[src/rtl/ysyx_220053_csr.sv]
// ysyx_220053_csr: machine-mode CSR file (mstatus, mtvec, mepc, mcause) with RW/RS/RC writes and ecall trap entry.
// Optional mscratch at 0x340 enabled by defining YSYX_220053_MSCRATCH_EN.
`default_nettype none

module ysyx_220053_csr (
  input  logic        clk,
  input  logic        rst,
  input  logic        Csrwen,
  input  logic [2:0]  CsrOp,
  input  logic [11:0] CsrId,
  input  logic [63:0] datain,
  input  logic        Ecall,
  input  logic [63:0] epc_in,
  output logic [63:0] csrres,
  output logic [63:0] mtvec_o,
  output logic [63:0] mepc_o
);

  localparam logic [11:0] ADDR_MSTATUS  = 12'h300;
  localparam logic [11:0] ADDR_MTVEC    = 12'h305;
  localparam logic [11:0] ADDR_MSCRATCH = 12'h340;
  localparam logic [11:0] ADDR_MEPC     = 12'h341;
  localparam logic [11:0] ADDR_MCAUSE   = 12'h342;
  localparam logic [63:0] MSTATUS_RST   = 64'h0000_000A_0000_1800;
  localparam logic [63:0] CAUSE_ECALL_M = 64'd11;

  logic [63:0] mstatus;
  logic [63:0] mtvec;
  logic [63:0] mepc;
  logic [63:0] mcause;
  logic [63:0] wdata;
  logic        wen;

  // The immediate/register distinction is resolved upstream; bit 2 carries no meaning here.
  logic unused_op_imm;
  assign unused_op_imm = CsrOp[2];

`ifdef YSYX_220053_MSCRATCH_EN
  logic [63:0] mscratch;
`endif

  always_comb begin
    csrres = '0;
    case (CsrId)
      ADDR_MSTATUS:  csrres = mstatus;
      ADDR_MTVEC:    csrres = mtvec;
      ADDR_MEPC:     csrres = mepc;
      ADDR_MCAUSE:   csrres = mcause;
`ifdef YSYX_220053_MSCRATCH_EN
      ADDR_MSCRATCH: csrres = mscratch;
`endif
      default:       csrres = '0;
    endcase
  end

  always_comb begin
    wdata = csrres;
    case (CsrOp[1:0])
      2'b01:   wdata = datain;
      2'b10:   wdata = csrres | datain;
      2'b11:   wdata = csrres & ~datain;
      default: wdata = csrres;
    endcase
  end

  assign wen = Csrwen && (CsrOp[1:0] != 2'b00);

  // Trap entry owns mstatus/mepc/mcause in its cycle; mtvec is never touched by ecall.
  always_ff @(posedge clk or negedge rst) begin
    if (!rst) begin
      mstatus <= MSTATUS_RST;
      mepc    <= '0;
      mcause  <= '0;
    end else if (Ecall) begin
      mepc          <= epc_in;
      mcause        <= CAUSE_ECALL_M;
      mstatus[7]    <= mstatus[3];
      mstatus[3]    <= 1'b0;
      mstatus[12:11] <= 2'b11;
    end else if (wen) begin
      case (CsrId)
        ADDR_MSTATUS: mstatus <= wdata;
        ADDR_MEPC:    mepc    <= wdata;
        ADDR_MCAUSE:  mcause  <= wdata;
        default:      ;
      endcase
    end
  end

  always_ff @(posedge clk or negedge rst) begin
    if (!rst) begin
      mtvec <= '0;
    end else if (wen && (CsrId == ADDR_MTVEC)) begin
      mtvec <= wdata;
    end
  end

`ifdef YSYX_220053_MSCRATCH_EN
  always_ff @(posedge clk or negedge rst) begin
    if (!rst) begin
      mscratch <= '0;
    end else if (wen && (CsrId == ADDR_MSCRATCH)) begin
      mscratch <= wdata;
    end
  end
`endif

  assign mtvec_o = mtvec;
  assign mepc_o  = mepc;

endmodule

`default_nettype wire

[config.mk]
export PLATFORM = sky130hd
export DESIGN_NAME = ysyx_220053_csr
export DESIGN_NICKNAME = d
export VERILOG_FILES = /design/src/rtl/ysyx_220053_csr.sv
export SDC_FILE = /design/constraint.sdc
export NUM_CORES = 1
export LEC_CHECK = 0
export ABC_AREA = 1
export BUFFER_PORTS_ARGS = -buffer_cell sky130_fd_sc_hd__buf_2
export CORE_ASPECT_RATIO = 1.25
export CORE_MARGIN = 2
export CORE_UTILIZATION = 59
export DETAILED_ROUTE_END_ITERATION = 6
export MAX_ROUTING_LAYER = met4
export PLACE_DENSITY = 0.86
export SLEW_MARGIN = 20
export SYNTH_ARGS = -nofsm -noshare
export SYNTH_HDL_FRONTEND = slang
export SYNTH_SLANG_ARGS = --single-unit
[constraint.sdc]
create_clock -name clk -period 2.6 [get_ports clk]
set_input_delay 0.39 -clock clk [delete_from_list [all_inputs] [get_ports clk]]
set_output_delay 0.39 -clock clk [all_outputs]
set_load 0.03 [all_outputs]
==> impl_metrics.yaml, run 1 <==
setup_path:
  arrival_ns: 2.07
  critPathMaxFanout: 56
  endpoint_kind: "output port"
  start_kind: "input port"
  max_stage_delay_ns: 0.35
  crit_path_frequent_cell: "buf_2"
  crit_type: "in -> out"
  path_cells: "buf_2, nor2_2, nand2_2, nor2_4, buf_12, nand3_1, nand4_1, buf_2"
  critPathSlowestCell: "nor2_4"
  cp_data_required_time_ns: 2.21
min_path:
  min_path_type: "in -> reg"
die:
  core-area_um2: 24340
  die_x_um: 144.4
  dieArea_um2: 25910
  fp.dieH_um: 179.5
  placementRows: 64
  num_io_pins: 339
  initial_utilization: 0.5970
layout:
  drive_above_1_share: 0.1953
  fin_nets: 2533
  final_core_util: 0.7174
  syn2layout_area_growth_pct: 20.16
timing:
  finalCritPeriodShare: 0.9450
  fin_worst_skew_ns: 0.01538
  finalSetupViolations: 0
  fin_crit_ns: 2.457
  worst_pin_slew_ns: 0.9140
  hold_ws_ns: 0.1290
  maxSlewHeadroom: 0.3907
  maxSlewViolCount: 0
  rsz0062_at_grt: "false"
  hold_viol: 0
  fin_tns_setup_ns: 0
  fmax_ghz: 0.4070
grt:
  grt_pass1_vias: 16370
  grt_util_met2: 0.6097
  grt_max_degree: 129
  antenna_found_initial: 6
  use_met1: 0.5039
  grt_first_pass_wirelength_um: 80760
  grt.total_usage: 0.4005
  busiest_layer: "met2"
  grt_overflow: 0
  gr-usage-met3: 0.07778
clocking:
  htreeDepth: 1
  postCtsResizedCells: 0
  worstSkewPairLatency_ns: 0.54
  numCtsBuffers: 26
  clk_pin_slew_ns: 0.06
  clockBufferDepth: 3
  ctsRootBufferMaster: "clkbuf_16"
  clkSinkCount: 256
  cts_tree: "yes"
  postCtsSetupRepairBufs: 0
route:
  drt_iter0_markers: 1810
  avgRoutedWirePerCell_um: 18.64
  drt.antenna.violating_nets: 0
  drc: 1
  finalWirelength_um: 51120
  post_drt_via_cell_ratio: 6.072
  vias: 16650
  first_pass_iters: 7
synthesis:
  yosysWarnings: 0
  post_synth.cell_area_avg_um2: 6.849
  syn_area_um2: 14530
  synth-seq-cells: 256
  syn-num-nets: 2269
  seq_area_frac_synth: 0.4411
  synth_cell_types: 22
  synth_cells: 2122
outcome:
  violations: "DRC"
  status: "complete, but fails checks"
power:
  powerDensity_nw_per_um2: 553.0
  p_total_w: 0.009658
  leakage_nw: 10.59
  peakVddDrop_mv: 0.4576
place:
  dpl.hpwl_um: 30610
  gp_congestion: 0.8830
  io_buffers: 337
flow_run:
  maxCapViolCount: 0
==> area by class of cell <==
cell class	count	area, um2
diodes	6	15.01
clock buffers	33	716.9
clock inverters	15	225.2
fillers	1977	6879
inverters	79	299.0
multi-input cells	1640	7102
flip-flops and latches	256	6411
well taps	330	412.9
repair buffers	383	2282
==> synthesized netlist by cell type <==
| library cell | number | area, um2 |
|---|---|---|
| buf_4 | 32 | 240.2 |
| and2_1 | 1 | 6.260 |
| nand4_1 | 64 | 400.4 |
| buf_1 | 11 | 41.29 |
| nor2_4 | 3 | 33.78 |
| clkbuf_1 | 46 | 172.7 |
| inv_2 | 4 | 15.01 |
| nand2_1 | 1018 | 3821 |
| dfrtp_1 | 252 | 6306 |
| nor3_1 | 2 | 10.01 |
| a21oi_1 | 1 | 5.000 |
| dfstp_2 | 4 | 105.1 |
| o21ai_0 | 68 | 340.3 |
| nor2_1 | 14 | 52.55 |
| buf_2 | 52 | 260.3 |
| inv_1 | 44 | 165.2 |
| buf_6 | 6 | 67.56 |
| nand3_1 | 387 | 1937 |
| nor2_2 | 3 | 18.77 |
| o21ai_1 | 60 | 300.3 |
| clkinv_1 | 31 | 116.4 |
| nand2_2 | 19 | 118.9 |
==> layout by cell type, fill, tap and decap left out, drive strengths merged <==
cell,count
clkinv,38
clkinvlp,1
a21oi,1
dfrtp,252
inv,50
nand4,64
o21ai,128
nor2,20
bufinv,5
buf,382
nand2,1037
diode,6
nor3,2
and2,1
nand3,387
dfstp,4
clkbuf,33
dlygate4sd3,1
==> through the flow <==
step	instance area [um2]	setup slack [ns]	std cells
floorplan	14530	0.7923	2122
global placement	16500	0.2746	2687
finish	17460	0.1431	2742
detailed placement	16500	0.1710	2687
CTS	17450	0.2335	2736
global route	17460	0.06588	2742
==> per-layer routing <==
metal | share of wire | routed length [um] | vias to the layer above
li1 | - | - | 7409
met1 | 0.35 | 17980 | 7599
met2 | 0.46 | 23570 | 1349
met3 | 0.13 | 6796 | 293
met4 | 0.054 | 2775 | 0
met5 | 0 | 0 | -
==> path summary, 6_finish.rpt <==
check | from | end | slack, ns | depth (start not counted)
hold reg to reg | mstatus[35]$_DFFE_PN1P_ | mstatus[35]$_DFFE_PN1P_ | 0.48 | 2
setup / recovery | CsrId[11] | csrres[49] | 0.14 | 8
max in group asynchronous | rst | mtvec_o[21]$_DFFE_PN0P_ | 1.28 | 3
min in group asynchronous | rst | mtvec_o[58]$_DFFE_PN0P_ | 0.46 | 2
setup reg to reg | mepc_o[1]$_DFFE_PN0P_ | mcause[1]$_DFFE_PN0P_ | 1.29 | 6
hold / removal | epc_in[18] | mepc_o[18]$_DFFE_PN0P_ | 0.13 | 5
==> cell families (layout without fill, tap and decap cells) <==
| kind of cell | count (synthesis) | in the layout | share of synthesized area |
|---|---|---|---|
| other | 0 | 6 | 0 |
| and+or+nand+nor | 1511 | 1511 | 0.4403 |
| AOI/OAI and AO/OA | 129 | 129 | 0.04442 |
| DFF | 256 | 256 | 0.4411 |
| buffers and inverters | 226 | 510 | 0.07421 |
==> state kept, by name, summed over array words and instances (netlist names) <==
name and cells:
mcause 64, mepc_o 64, mstatus 64, mtvec_o 64
==> critical path: cells and delay by family <==
family	cells	cell delay [ns]
simple gates	5	0.98
buf+inv	3	0.67
==> report_power, final <==
group | total, W | internal [W] | switching (W)
sequential | 0.00427 | 0.00414 | 0.000124
combinational | 0.00125 | 0.000361 | 0.000888
clock | 0.00414 | 0.00246 | 0.00168
total | 0.00966 | 0.00697 | 0.00269
==> timing repair <==
item / 4_1_cts / 5_1_grt
setup endpoints to repair: 0 / 0
hold buffers: 1 / 0
endpoints found under the hold margin: 81 / 0
No activity file was read; power rests on OpenSTA's default activity.
==> run 2, diff against run 1 <==
ABC_AREA = unset   (was 1)
==> run 2 against run 1 <==
Net effect:
- the run now ends clean
- clock power fell by 15%
- sequential cell count is the same
- die area decreased by 0.57%
- maximum frequency shrank 2.9%
- clock skew about the same
- critical path type unchanged
- critical endpoint is now csrres[22]
- largest cell class unchanged
- largest power group unchanged
==> impl_metrics.yaml, run 2 <==
clocking:
  htreeDepth: 1
  clockBufferDepth: 3
  postCtsSetupRepairBufs: 0
  clkSinkCount: 256
  ctsRootBufferMaster: "clkbuf_16"
  numCtsBuffers: 25
  worstSkewPairLatency_ns: 0.53
  cts_tree: "yes"
  clk_pin_slew_ns: 0.07
timing:
  fin_crit_ns: 2.530
  hold_viol: 0
  finalCritPeriodShare: 0.9731
  maxSlewHeadroom: 0.4494
  rsz0062_at_grt: "false"
  fin_worst_skew_ns: 0.01555
  worst_pin_slew_ns: 0.8258
  finalSetupViolations: 0
  maxSlewViolCount: 0
  fmax_ghz: 0.3953
  fin_tns_setup_ns: 0
setup_path:
  critPathMaxFanout: 68
  rr_worst_depth: 5
  arrival_ns: 2.14
  reg2reg_slack_ns: 0.97
  reg2reg_to: "mtvec_o[3]$_DFFE_PN0P_"
  start_kind: "input port"
  cp-startpoint: "CsrId[6]"
  crit_type: "in -> out"
  endpoint_kind: "output port"
  cp_data_required_time_ns: 2.21
  timing.rr.start: "mstatus[3]$_DFFE_PN0P_"
synthesis:
  synth-seq-cells: 256
  synth.top_cells.by_count: "nand2_1, dfrtp_1, o21ai_0"
  syn_area_um2: 14450
  post_synth.cell_area_avg_um2: 8.519
  async_reset_ff_frac: 1.000
  yosys.area.top_type: "dfrtp_1"
  syn-num-nets: 1843
  synth-edff-count: 0
  seq_area_frac_synth: 0.4437
  synthFlopType: "dfrtp_1"
  synth_cell_types: 45
  yosysMostFrequentCell: "nand2_1"
  synthTopCellsByArea: "dfrtp_1, nand2_1, a22oi_1"
  synth_cells: 1696
  yosysWarnings: 0
  synth_top_area_frac: 0.4364
min_path:
  holdPathEnd: "mepc_o[52]$_DFFE_PN0P_"
  hold_depth: 3
  min_path_type: "in -> reg"
  hp-start: "epc_in[52]"
outcome:
  status: "finished, final reports clean"
die:
  dieArea_um2: 25770
  core-area_um2: 24260
  fp.dieH_um: 179.0
  placementRows: 64
  die_x_um: 144.0
  num_io_pins: 339
  initial_utilization: 0.5955
power:
  leakage_nw: 7.886
  p_total_w: 0.009012
  peakVddDrop_mv: 0.4663
  powerDensity_nw_per_um2: 515.6
route:
  vias: 14830
  drt_iter0_markers: 1326
  dr_wl_met2_um: 23600
  post_drt_via_cell_ratio: 6.366
  finalWirelength_um: 48310
  drt.antenna.violating_nets: 0
  wirelength_met1_um: 17140
  drc: 0
  avgRoutedWirePerCell_um: 20.74
  first_pass_iters: 5
  top_layer: "met4"
  met3_length_um: 5332
grt:
  grt_max_degree: 69
  grt.total_usage: 0.3790
  grt_pass1_vias: 14660
  grt_first_pass_wirelength_um: 74840
  antenna_found_initial: 7
  grt_overflow: 0
place:
  io_buffers: 337
  placedInstanceArea_um2: 16670
  gp_congestion: 0.8756
  dpl.hpwl_um: 31380
layout:
  final_common_cell: "nand2_1"
  fin_nets: 2121
  syn2layout_area_growth_pct: 20.98
  mostFrequentLayoutCells: "nand2_1, buf_2, dfrtp_1, o21ai_0, a22oi_1"
  fin_area_um2: 17480
  drive_above_1_share: 0.2505
  final_core_util: 0.7205
flow_run:
  maxCapViolCount: 0
==> run 2: power by group <==
group          switching (W)  total [W]  leakage, nW  internal [W]
clock network        0.00157    0.00351        0.383       0.00194
logic               0.000911    0.00135         4.07      0.000436
registers          0.0000779    0.00415         3.43       0.00408
==> run 2: cells by family after synthesis <==
| logic type | share of synthesized area |
|---|---|
| buf+inv | 0.05049 |
| compound gates | 0.2377 |
| flops | 0.4437 |
| simple gates | 0.2377 |
| xor+xnor | 0.02970 |
| mux | 0.0006928 |
==> run 2: critical path, cell delays in order <==
cell and delay (ns):
buf_4 0.26, buf_4 0.57, nand3b_1 0.21, a21o_1 0.23
a21oi_2 0.20, buf_2 0.24
==> run 2: timing repair <==
action | CTS | global route
resized for setup | 0 | 0
hold buffers | 1 | 0
endpoints found under the hold margin | 60 | 0
==> run 2: final cells by class <==
type,count,area (um2)
well taps,330,412.9
clock inverters,8,48.80
flip-flops and latches,256,6411
inverters,2,7.507
repair buffers,404,2472
fillers,1844,6783
multi-input cells,1285,7380
diodes,7,17.52
clock buffers,37,730.7
==> run 2: metrics by stage <==
step	setup WS (ns)	instances	hold WS, ns
floorplan	0.2354	1696	0.09441
global placement	0.1489	2276	0.3860
detailed placement	0.09888	2276	0.3882
CTS	0.1155	2322	0.09949
global route	0.01260	2329	0.1053
finish	0.06997	2329	0.1055
==> run 2: metal layers <==
layer,vias to the layer above,global-route usage
li1,6590,-
met1,7126,0.4455
met2,912,0.6137
met3,198,0.08307
met4,0,0.1949
met5,-,-
==> run 2: how the worst max path moves through the flow <==
stage | end | cells after the start
4_1_cts | csrres[43] | 6
5_1_grt | csrres[22] | 6
3_3_place_gp | mepc_o[39]$_DFFE_PN0P_ | 9
3_5_place_dp | mepc_o[37]$_DFFE_PN0P_ | 9
2_1_floorplan | csrres[33] | 5
6_report | csrres[22] | 6
==> run 3, diff against run 2 <==
CORE_MARGIN = unset   (was 2)
==> run 3 against run 2 <==
Net effect:
- wire length is essentially flat
- first-iteration DRC count fell by 11%
- setup slack improved by 0.013 ns
- highest routed layer unchanged
==> impl_metrics.yaml, run 3 (same netlist as run 2, synthesis figures left out) <==
outcome:
  status: "finished, final reports clean"
layout:
  final_common_cell: "nand2_1"
  mostFrequentLayoutCells: "nand2_1, buf_2, dfrtp_1, o21ai_0, a22oi_1"
  seqCellArea_um2: 6411
  syn2layout_area_growth_pct: 21.18
  fin_nets: 2121
  multi_input_area_um2: 7370
  fin_cells: 2324
  fillers: 1826
  drive_above_1_share: 0.2491
  final_core_util: 0.7331
  fin_area_um2: 17510
grt:
  antenna_found_initial: 8
  grt.total_usage: 0.3933
  grt_first_pass_wirelength_um: 75120
  grt_pass1_vias: 14610
  grt_max_degree: 78
  grt_overflow: 0
power:
  powerDensity_nw_per_um2: 534.0
  switching_share: 0.2724
  p_seq_frac: 0.445
  p_comb_frac: 0.145
  clockPowerShare: 0.410
  p_sw_w: 0.002546
  intPower_w: 0.006803
  leakage_nw: 7.898
  peakVddDrop_mv: 0.5442
die:
  initial_utilization: 0.6050
  placementRows: 63
  dieArea_um2: 25120
  fp.dieH_um: 177.0
  die_x_um: 142.0
  num_io_pins: 339
  core-area_um2: 23880
route:
  top_layer: "met4"
  drc: 0
  avgRoutedWirePerCell_um: 20.78
  first_pass_iters: 6
  wirelength_met1_um: 17510
  drt_iter0_markers: 1178
  vias: 14760
  met3_length_um: 4720
  dr_wl_met2_um: 23130
  drt.antenna.violating_nets: 0
  post_drt_via_cell_ratio: 6.352
  finalWirelength_um: 48280
timing:
  worst_pin_slew_ns: 0.6702
  rsz0062_at_grt: "false"
  fin_tns_setup_ns: 0
  finalCritPeriodShare: 0.9681
  hold_viol: 0
  maxSlewHeadroom: 0.5532
  fin_crit_ns: 2.517
  finalSetupViolations: 0
  maxSlewViolCount: 0
  fin_worst_skew_ns: 0.009327
  fmax_ghz: 0.3973
  hold_ws_ns: 0.1138
setup_path:
  start_kind: "input port"
  endpoint_kind: "output port"
  cp-startpoint: "CsrId[3]"
  critPathMaxFanout: 29
  cp_data_required_time_ns: 2.21
  arrival_ns: 2.13
  timing.rr.start: "mepc_o[7]$_DFFE_PN0P_"
  crit_type: "in -> out"
  reg2reg_slack_ns: 0.91
min_path:
  min_path_type: "in -> reg"
  hp-start: "epc_in[55]"
clocking:
  clk_pin_slew_ns: 0.06
  clockBufferDepth: 3
  ctsRootBufferMaster: "clkbuf_16"
  numCtsBuffers: 26
  clkSinkCount: 256
  postCtsResizedCells: 0
  cts_tree: "yes"
  worstSkewPairLatency_ns: 0.53
  htreeDepth: 1
flow_run:
  maxCapViolCount: 0
place:
  placedInstanceArea_um2: 16610
  placed_cells: 2270
  io_buffers: 337
  gp_congestion: 0.8762
  dpl.hpwl_um: 31530
-- run 3: cell count changes in the layout (fill, tap and decap cells not counted), sizes merged --
cell and change:
clkinv -4, bufinv +2, clkbuf +5, buf -1, clkinvlp -2, diode +1, inv -1
-- run 3: critical path, stage by stage --
cell	delay [ns]
buf_2	0.10
or4_4	0.54
buf_4	0.18
nor2_4	0.14
buf_4	0.29
and2_1	0.25
buf_2	0.22
-- run 3: final timing paths --
path                                            to  depth (start not counted)
min reg2reg                mstatus[44]$_DFFE_PN0P_                          2
max reg2reg                  mepc_o[7]$_DFFE_PN0P_                          5
min in group asynchronous   mepc_o[10]$_DFFE_PN0P_                          2
max                                     csrres[33]                          7
min                         mepc_o[55]$_DFFE_PN0P_                          3
max in group asynchronous  mstatus[33]$_DFFE_PN1P_                          3
-- run 3: what timing repair did --
action / 4_1_cts / 5_1_grt
buffers inserted: 0 / 0
hold buffers: 1 / 0
endpoints found under the hold margin: 47 / 0
-- run 3: routing by layer --
layer	global-route usage	vias to the layer above
li1	-	6596
met1	0.4492	7027
met2	0.6392	914
met3	0.07278	225
met4	0.2478	0
met5	-	-
-- run 3: through the flow --
stage,setup slack (ns),total power [W]
after floorplan,0.2354,0.004963
after global placement,0.1621,0.005510
after detailed placement,0.1251,0.005550
after CTS,0.1301,0.009339
after global routing,0.07493,0.009624
final,0.08294,0.009349
-- run 3: area by class of cell --
class                   instances  area share
multi-input cells            1285      0.4209
flip-flops and latches        256      0.3662
repair buffers                403      0.1386
clock buffers                  42     0.04581
well taps                     325     0.02322
clock inverters                 3    0.003716
diodes                          8    0.001143
inverters                       2   0.0004288
-- run 3: power by group through the flow --
stage / logic (W) / clock network [W] / registers, W
after floorplan: 0.000567 / 0 / 0.00440
after global routing: 0.00145 / 0.00401 / 0.00417
final: 0.00135 / 0.00384 / 0.00416
after CTS: 0.00133 / 0.00385 / 0.00416
after global placement: 0.00129 / 0 / 0.00422
after detailed placement: 0.00132 / 0 / 0.00423
